`config.mk`:
```
export PLATFORM = sky130hd
export DESIGN_NAME = clk_div_bank
export DESIGN_NICKNAME = d
export VERILOG_FILES = /design/src/rtl/clk_div_pkg.sv /design/src/rtl/clk_div_ch.sv /design/src/rtl/clk_div_bank.sv
export SDC_FILE = /design/constraint.sdc
export NUM_CORES = 1
export LEC_CHECK = 0
export ABC_CLOCK_PERIOD_IN_PS = 8950
export BUFFER_PORTS_ARGS = -buffer_cell sky130_fd_sc_hd__buf_2
export CAP_MARGIN = 20
export CORE_MARGIN = 3
export CORE_UTILIZATION = 58
export CTS_CLUSTER_DIAMETER = 40
export CTS_CLUSTER_SIZE = 8
export DETAILED_ROUTE_END_ITERATION = 10
export PLACE_DENSITY_LB_ADDON = 0.2
export SLEW_MARGIN = 25
export SYNTH_ARGS = -nofsm -noshare
export SYNTH_HDL_FRONTEND = slang
export SYNTH_HIERARCHICAL = 1
export SYNTH_SLANG_ARGS = --single-unit
```
`constraint.sdc`:
```
create_clock -name clk_ref -period 8.95 [get_ports clk_ref]
set_input_delay 0.895 -clock clk_ref [delete_from_list [all_inputs] [get_ports clk_ref]]
set_output_delay 0.895 -clock clk_ref [all_outputs]
set_load 0.01 [all_outputs]
```
`src/rtl/clk_div_pkg.sv`:
```
// Shared types and helpers for the clock-enable/divider bank.
package clk_div_pkg;

    localparam int unsigned CNT_W_DEF = 24;
    // Clamp arithmetic runs at this width; channel widths must stay below it.
    localparam int unsigned CNT_W_MAX = 32;
    localparam int unsigned DIV_MIN   = 2;

    typedef logic [CNT_W_MAX-1:0] cval_t;

    typedef struct packed {
        cval_t div;
        cval_t high;
    } cfg_t;

    // Force a request into a legal shape: divisor of at least DIV_MIN and a
    // high time strictly inside the period, so every channel always toggles.
    function automatic cfg_t clamp_cfg(input cval_t div, input cval_t high);
        cfg_t r;
        r.div  = (div < cval_t'(DIV_MIN)) ? cval_t'(DIV_MIN) : div;
        r.high = (high == '0) ? cval_t'(1) : high;
        if (r.high > r.div - cval_t'(1)) begin
            r.high = r.div - cval_t'(1);
        end
        return r;
    endfunction

endpackage

```
`src/rtl/clk_div_ch.sv`:
```
// One divider channel: counter, active/shadow config, pending bit, registered outputs.
module clk_div_ch
    import clk_div_pkg::*;
#(
    parameter int unsigned CNT_W    = CNT_W_DEF,
    parameter int unsigned DIV_INIT = 10
) (
    input  logic             clk_ref_i,
    input  logic             rst_i,
    input  logic             en_i,
    input  logic             sync_i,
    input  logic             wr_i,
    input  logic [CNT_W-1:0] cfg_div_i,
    input  logic [CNT_W-1:0] cfg_high_i,
    output logic             pending_o,
    output logic             clk_out_o,
    output logic             tick_o
);

    logic [CNT_W-1:0] cnt_q,   cnt_d;
    logic [CNT_W-1:0] div_q,   div_d;
    logic [CNT_W-1:0] high_q,  high_d;
    logic [CNT_W-1:0] sdiv_q,  sdiv_d;
    logic [CNT_W-1:0] shigh_q, shigh_d;
    logic             pend_q,  pend_d;
    logic             clk_q,   clk_d;
    logic             tick_q,  tick_d;

    logic             wrap;
    logic             load;
    logic [CNT_W-1:0] high_use;
    cfg_t             req;
    logic             unused_req_hi;

    assign req = clamp_cfg(cval_t'(cfg_div_i), cval_t'(cfg_high_i));
    // Clamped results never exceed the request width, so the upper bits are always zero.
    assign unused_req_hi = (|(req.div >> CNT_W)) | (|(req.high >> CNT_W));

    // Next-state: shadow apply at period boundary (wrap/sync) or while idle, then counter/outputs.
    always_comb begin
        cnt_d    = cnt_q;
        div_d    = div_q;
        high_d   = high_q;
        sdiv_d   = sdiv_q;
        shigh_d  = shigh_q;
        pend_d   = pend_q;
        clk_d    = clk_q;
        tick_d   = tick_q;

        wrap     = (cnt_q == div_q - CNT_W'(1));
        load     = pend_q && (!en_i || sync_i || wrap);
        high_use = high_q;

        if (load) begin
            div_d    = sdiv_q;
            high_d   = shigh_q;
            high_use = shigh_q;
            pend_d   = 1'b0;
        end

        // Accept is only possible with pend_q clear, so it never collides with a load;
        // an accept on a boundary cycle therefore waits for the following boundary.
        if (wr_i) begin
            sdiv_d  = req.div[CNT_W-1:0];
            shigh_d = req.high[CNT_W-1:0];
            pend_d  = 1'b1;
        end

        if (!en_i) begin
            cnt_d  = '0;
            clk_d  = 1'b0;
            tick_d = 1'b0;
        end else if (sync_i) begin
            cnt_d  = '0;
            clk_d  = 1'b1;
            tick_d = 1'b1;
        end else begin
            cnt_d  = wrap ? '0 : cnt_q + CNT_W'(1);
            clk_d  = (cnt_d < high_use);
            tick_d = wrap;
        end
    end

    // State registers with asynchronous active-low reset.
    always_ff @(posedge clk_ref_i or negedge rst_i) begin
        if (!rst_i) begin
            cnt_q   <= '0;
            div_q   <= CNT_W'(DIV_INIT);
            high_q  <= CNT_W'(DIV_INIT / 2);
            sdiv_q  <= CNT_W'(DIV_INIT);
            shigh_q <= CNT_W'(DIV_INIT / 2);
            pend_q  <= 1'b0;
            clk_q   <= 1'b0;
            tick_q  <= 1'b0;
        end else begin
            cnt_q   <= cnt_d;
            div_q   <= div_d;
            high_q  <= high_d;
            sdiv_q  <= sdiv_d;
            shigh_q <= shigh_d;
            pend_q  <= pend_d;
            clk_q   <= clk_d;
            tick_q  <= tick_d;
        end
    end

    assign pending_o = pend_q;
    assign clk_out_o = clk_q;
    assign tick_o    = tick_q;

endmodule

```
`src/rtl/clk_div_bank.sv`:
```
// Multi-channel programmable clock-enable/divider bank: cfg demux, ready mux, channel array.
module clk_div_bank
    import clk_div_pkg::*;
#(
    parameter  int unsigned N_CH     = 4,
    parameter  int unsigned CNT_W    = CNT_W_DEF,
    parameter  int unsigned DIV_INIT = 10,
    localparam int unsigned CH_W     = (N_CH > 1) ? $clog2(N_CH) : 1
) (
    input  logic             clk_ref,
    input  logic             rst,
    input  logic             cfg_valid,
    output logic             cfg_ready,
    input  logic [CH_W-1:0]  cfg_ch,
    input  logic [CNT_W-1:0] cfg_div,
    input  logic [CNT_W-1:0] cfg_high,
    input  logic [N_CH-1:0]  en,
    input  logic             sync,
    output logic [N_CH-1:0]  clk_out,
    output logic [N_CH-1:0]  tick
);

    logic [N_CH-1:0] pend;
    logic [N_CH-1:0] wr;

    assign cfg_ready = ~pend[cfg_ch];

    for (genvar i = 0; i < N_CH; i++) begin : g_ch
        assign wr[i] = cfg_valid && cfg_ready && (cfg_ch == CH_W'(i));

        clk_div_ch #(
            .CNT_W    (CNT_W),
            .DIV_INIT (DIV_INIT)
        ) u_ch (
            .clk_ref_i  (clk_ref),
            .rst_i      (rst),
            .en_i       (en[i]),
            .sync_i     (sync),
            .wr_i       (wr[i]),
            .cfg_div_i  (cfg_div),
            .cfg_high_i (cfg_high),
            .pending_o  (pend[i]),
            .clk_out_o  (clk_out[i]),
            .tick_o     (tick[i])
        );
    end

endmodule
```
==> out/results.ini, run 1 <==
[outcome]
status=finished clean

[worst_setup_path]
regToRegSetupSlack_ns=2.66
worstPathMaxFanout=13
crit_path_start_kind=input port
cp.arrival_ns=7.13
slowest_stage=or4_1
cp_common_cell=a21o_1
critPathKind=input port to flip-flop
worstPathCellList=buf_2 -> buf_4 -> or4_1 -> nor4_1 -> nand3_1 -> nor4b_1 -> nand2b_1 -> ha_1 -> nand2_1 -> or2_2 -> or3_1 -> nor3_1 -> xnor2_1 -> ha_1 -> a21o_1 -> a21o_1 -> a21o_1 -> a21o_1 -> a2111oi_0 -> o31ai_1 -> o21ai_0 -> nor2_2 -> a311o_1
end_kind=flip-flop
worstPathRequired_ns=9.50
slowest_delay_ns=0.58

[yosys]
synthFlopType=dfrtp_1
synth_common_cells=dfrtp_1, nor2_1, nand2_1, clkbuf_1, ha_1
synth_enable_flop_cells=0
synth-seq-cells=492
seq_area_frac_synth=0.386
synth_top_area_frac=0.359
syn-cell-area_um2=32000
yosys.area.top_type=dfrtp_1
synth_area_per_cell_um2=9.46
ys_types=68
synth_most_common_cell=dfrtp_1
synth_area_leaders=dfrtp_1, ha_1, mux2_2
ys_warn_count=6
synthCells=3387
synth_fp_nets=3645
synthArstFlopShare=1.00

[place]
finalWeightedCongestion=0.908
io_buffers=66
dp.cells=3905
place_hpwl_um=63900
pre_cts_ws_ns=1.61

[clock_network]
cts-root-buf=clkbuf_16
clkLatencyLatePin_ns=0.63
postCtsSetupBuffers=0
cts_hold_buf=0
post_cts_resized=0
cts_tree=done
htree_levels=3
cts_sinks=492
cts_made_buffers=91
clock_path_buffers=3
cts.clk_slew.worst_paths_ns=0.05

[drt]
routed_wirelength_um=94000
postRouteAntennaNets=0
route.detailed.wl_per_inst_um=23.1
num_vias=26100
vias_per_cell=6.39
drc=0
dr.pass1.iters=5
drt_iter0_markers=2418

[power_and_ir_drop]
power_leakage_nw=15.1
max-vdd-ir-drop_v=0.000223
p_per_area_nw_per_um2=251

[global_route]
antenna_found_initial=3
grt_pass1_vias=25400
grt_max_degree=148
grt_remaining_overflow=0
grt_pass1_wl_um=146000
grt.total_usage=0.324

[floorplanning]
die_x_um=241
fp.dieArea_um2=58100
core-area_um2=54200
initial_core_util=0.591
num_io_pins=67
rows=85
die_h_um=241

[finish]
fin_nets=3560
final_cells=4075
syn_to_final_growth_pct=10.4
drive_above_1_share=0.167

[sta]
post-route-period-util=0.736
tns_ns=0
fmax_ghz=0.152
worst_slew_pin_slew_ns=1.02
hold_viol=0
slew_headroom=0.317
worst_hold_slack_ns=0.230
final.min_clock_period_ns=6.58
skew_ns=0.0273
rsz0062_at_grt=false
setup_ws_ns=2.37
drv_slew=0
setup_viol=0

[worst_hold_path]
worst_hold_path_type=input port to asynchronous set/reset pin

[run]
cap_violations=0

-- worst paths after layout --
| path | from | to | cells after the start |
|---|---|---|---|
| max | cfg_div[16] | g_ch[3].u_ch/shigh_q[0] | 23 |
| min | rst | g_ch[0].u_ch/cnt_q[0] | 1 |
| max reg2reg | g_ch[0].u_ch/div_q[0] | g_ch[0].u_ch/clk_out_o | 23 |
| min reg2reg | g_ch[1].u_ch/high_q[11] | g_ch[1].u_ch/high_q[11] | 2 |
| max in group asynchronous | rst | g_ch[3].u_ch/div_q[12] | 3 |
| min in group clk_ref | g_ch[1].u_ch/high_q[11] | g_ch[1].u_ch/high_q[11] | 2 |
-- final cells by class --
| cell class | instances | area (um^2) |
|---|---|---|
| Clock inverter | 30 | 388 |
| Multi-Input combinational cell | 2502 | 18100 |
| Timing Repair Buffer | 82 | 477 |
| Clock buffer | 139 | 2650 |
| Antenna cell | 1 | 2.50 |
| Inverter | 133 | 499 |
| Fill cell | 4401 | 18900 |
| Tap cell | 696 | 871 |
| Sequential cell | 492 | 12400 |
-- layout by cell type, fill, tap and decap left out, drive strengths merged, types with 16 or more instances in the layout --
master	count
a21bo	40
a21o	60
a21oi	96
and3	20
buf	82
clkbuf	139
clkinv	17
dfrtp	460
dfstp	32
ha	200
inv	135
mux2	184
nand2	257
nand2b	24
nand3	52
nand4	36
nand4b	56
nor2	332
nor2b	24
nor3	85
nor4	76
o211ai	16
o21a	116
o21ai	148
o221ai	52
o22ai	40
or2	28
or3	60
or4	48
xnor2	168
xor2	108
-- registers in the layout, summed over array words and instances (netlist names) --
name	cells
g_ch.u_ch/cnt_q	96
g_ch.u_ch/shigh_q	96
g_ch.u_ch/clk_out_o	4
g_ch.u_ch/tick_o	4
g_ch.u_ch/div_q	96
g_ch.u_ch/pending_o	4
g_ch.u_ch/sdiv_q	96
g_ch.u_ch/high_q	96
-- power by group --
group	switching [W]	internal (W)
clock	0.00117	0.00221
sequential	0.000455	0.00279
combinational	0.00122	0.00102
-- cells by family after synthesis --
group / after synthesis / synth area share
AO/OA/AOI/OAI: 676 / 0.148
XOR/XNOR: 276 / 0.0754
adder cells (fa/ha/maj): 200 / 0.0781
buffers and inverters: 393 / 0.0510
flip-flops: 492 / 0.386
multiplexers: 197 / 0.0747
AND/OR/NAND/NOR: 1153 / 0.187
-- stage by stage --
| stage | utilization | instance area [um^2] | total power [W] |
|---|---|---|---|
| 2_1_floorplan | - | 32000 | 0.00481 |
| 3_3_place_gp | 0.595 | 32300 | 0.00535 |
| 3_5_place_dp | 0.595 | 32300 | 0.00546 |
| 4_1_cts | 0.651 | 35300 | 0.00889 |
| 5_1_grt | 0.652 | 35400 | 0.00932 |
| 6_report | 0.652 | 35400 | 0.00887 |
-- critical path, delay by kind of cell --
kind	cells	cell delay [ns]
adder cells (fa/ha/maj)	2	0.42
XOR/XNOR	1	0.12
AO/OA/AOI/OAI	8	1.98
AND/OR/NAND/NOR	10	3.22
buffers and inverters	2	0.50
-- per-layer routing --
metal / GRT usage / wire, um
met2: 0.514 / 42900
met3: 0.0550 / 6450
met5: 0 / 18
met4: 0.137 / 4420
met1: 0.441 / 40200
Note: power is estimated with default switching activity, not from simulation.
==> inputs of run 2 (changes only) <==
Settings changed: ABC_CLOCK_PERIOD_IN_PS 8950 to 5500.
Clock period 8.95 ns to 5.5 ns, I/O delays scaled along.
==> run 2 against run 1 <==
Count of clock-buffer cells in the layout is 11 lower. Combinational power increased by 73%. Sequential share of layout area down 1.3 points. Register-to-register slack worse by 2.4 ns. Routed wire length rose by 4.1%. Clock power rose by 63%. Global-route usage up 1.4 points. Via count increased by 3.9%. Largest power group unchanged. Highest routed layer is now met4.
==> out/results.ini, run 2 (same netlist as run 1, synthesis figures left out) <==
[global_route]
grt.busiest_layer=met2  ; unchanged
antenna_found_initial=2  ; was 3
grt_max_degree=155  ; was 148
use_met2=0.528  ; was 0.514
grt_pass1_vias=26800  ; was 25,400
grt_remaining_overflow=0  ; unchanged
grt.total_usage=0.337  ; was 0.324
grt_pass1_wl_um=152000  ; was 146,000 um
grt_util_met1=0.452  ; was 0.441
met3_usage=0.0605  ; was 0.0550

[outcome]
status=finished clean  ; unchanged

[clock_network]
htree_levels=3  ; unchanged
clock_path_buffers=3  ; unchanged
cts_tree=done  ; unchanged
clkLatencyLatePin_ns=0.63  ; about the same
postCtsSetupBuffers=0  ; unchanged
cts-root-buf=clkbuf_16  ; unchanged
cts_made_buffers=90  ; was 91
cts_sinks=492  ; unchanged
cts.clk_slew.worst_paths_ns=0.05  ; about the same

[worst_setup_path]
worstPathMaxFanout=34  ; was 13
cp.arrival_ns=5.79  ; was 7.13 ns
worstPathRequired_ns=6.06  ; was 9.50 ns
critPathKind=flip-flop to flip-flop  ; was input port to flip-flop
crit_path_start_kind=flip-flop  ; was input port
end_kind=flip-flop  ; unchanged

[sta]
slew_headroom=0.383  ; was 0.317
drv_slew=0  ; unchanged
skew_ns=0.0173  ; was 0.0273 ns
final.min_clock_period_ns=5.22
worst_slew_pin_slew_ns=0.926  ; was 1.02 ns
setup_viol=0  ; unchanged
post-route-period-util=0.950
setup_ws_ns=0.277  ; was 2.37 ns
tns_ns=0  ; unchanged
fmax_ghz=0.191
hold_viol=0  ; unchanged

[floorplanning]
core-area_um2=54200  ; unchanged
rows=85  ; unchanged
fp.dieArea_um2=58100  ; unchanged
initial_core_util=0.591  ; unchanged
die_x_um=241  ; unchanged
num_io_pins=67  ; unchanged
die_h_um=241  ; unchanged

[finish]
fin_nets=3714  ; was 3,560
nFillCells=4233  ; was 4,401
syn_to_final_growth_pct=14.6  ; was 10.4%
diodes=0  ; was 1
final_cell_mix=dfrtp_1, nor2_1, nand2_1, ha_1, xnor2_1  ; unchanged
drive_above_1_share=0.207  ; was 0.167
layout_commonest_cell=dfrtp_1  ; unchanged
final_cells=4220  ; was 4,075

[run]
cap_violations=0  ; unchanged

[drt]
num_vias=27100  ; was 26,100
dr.pass1.iters=5  ; unchanged
drt_iter0_markers=2236  ; was 2,418
postRouteAntennaNets=0  ; unchanged
routed_wirelength_um=97800  ; was 94,000 um
route.detailed.wl_per_inst_um=23.2  ; was 23.1 um
drc=0  ; unchanged
vias_per_cell=6.41  ; was 6.39

[worst_hold_path]
worst_hold_path_type=input port to flip-flop  ; was input port to asynchronous set/reset pin

[power_and_ir_drop]
max-vdd-ir-drop_v=0.000335  ; was 0.000223 V
p_per_area_nw_per_um2=400  ; was 251 nW/um^2
finalPower_w=0.0147  ; was 0.00887 W
power_leakage_nw=15.9  ; was 15.1 nW

[place]
dp.cells=4057  ; was 3,905
io_buffers=66  ; unchanged
finalWeightedCongestion=0.953  ; was 0.908
pre_cts_ws_ns=-0.263  ; was 1.61 ns
place_hpwl_um=69600  ; was 63,900 um

-- run 2: changes by cell type in the layout (fill, tap and decap cells not counted), sizes merged --
cell / before / now
buf: 82 / 234
bufinv: 6 / 8
clkbuf: 139 / 130
clkinv: 17 / 15
clkinvlp: 5 / 6
diode: 1 / 0
dlygate4sd3: 0 / 1
inv: 135 / 136
-- run 2: metrics by stage --
stage          hold WS [ns]   util  instance area [um^2]
2_1_floorplan         0.254      -                 32100
6_report              0.201  0.677                 36700
3_5_place_dp          0.465  0.619                 33600
5_1_grt               0.191  0.677                 36700
4_1_cts               0.174  0.675                 36600
3_3_place_gp          0.456  0.619                 33600
-- run 2: worst max-delay path, stage by stage (launching register included) --
cell	delay, ns
dfrtp_1	0.45
inv_1	0.09
ha_1	0.20
or3b_2	0.56
or4_1	0.55
a2111oi_4	0.37
o2111ai_1	0.17
nor4_2	0.21
a41o_1	0.28
nand2_2	0.14
buf_12	0.21
o21a_1	0.19
ha_1	0.30
a21o_1	0.18
a21o_1	0.17
a21oi_1	0.18
nor2b_1	0.07
o21ai_0	0.17
a21oi_1	0.12
nor3_2	0.24
o211a_1	0.18
a21o_1	0.11
-- run 2: layer usage --
layer | routed length, um | part of all wire
met5 | 0 | 0
met4 | 5250 | 0.054
met3 | 6870 | 0.070
met2 | 44400 | 0.45
met1 | 41200 | 0.42
-- run 2: cell type report --
type / count / area, um^2 / share of cell area
clock buffer: 128 / 2590 / 0.0705
clock inverter: 32 / 435 / 0.0119
inverter: 133 / 499 / 0.0136
multi-input combinational: 2502 / 18200 / 0.495
sequential: 492 / 12400 / 0.336
tap: 696 / 871 / 0.0237
timing repair buffer: 237 / 1790 / 0.0487
-- run 2: final timing paths --
kind | startpoint | to | slack, ns | cells past startpoint
min reg2reg | g_ch[1].u_ch/high_q[21] | g_ch[1].u_ch/high_q[21] | 0.47 | 2
max | g_ch[0].u_ch/div_q[0] | g_ch[0].u_ch/clk_out_o | 0.28 | 21
min in group asynchronous | rst | g_ch[0].u_ch/cnt_q[5] | 0.53 | 2
max in group asynchronous | rst | g_ch[2].u_ch/cnt_q[2] | 3.51 | 3
max reg2reg | g_ch[0].u_ch/div_q[0] | g_ch[0].u_ch/clk_out_o | 0.28 | 21
min | en[2] | g_ch[2].u_ch/tick_o | 0.20 | 2
-- run 2: what timing repair did --
action / CTS / global route
hold endpoints to repair: 4 / 0
hold buffers: 1 / 0
setup endpoints to repair: 0 / 60
resized for setup: 0 / 19
-- run 2: power breakdown --
part | internal, W | switching (W)
clock network | 0.00363 | 0.00188
logic | 0.00179 | 0.00209
registers | 0.00454 | 0.000746
total | 0.00997 | 0.00472
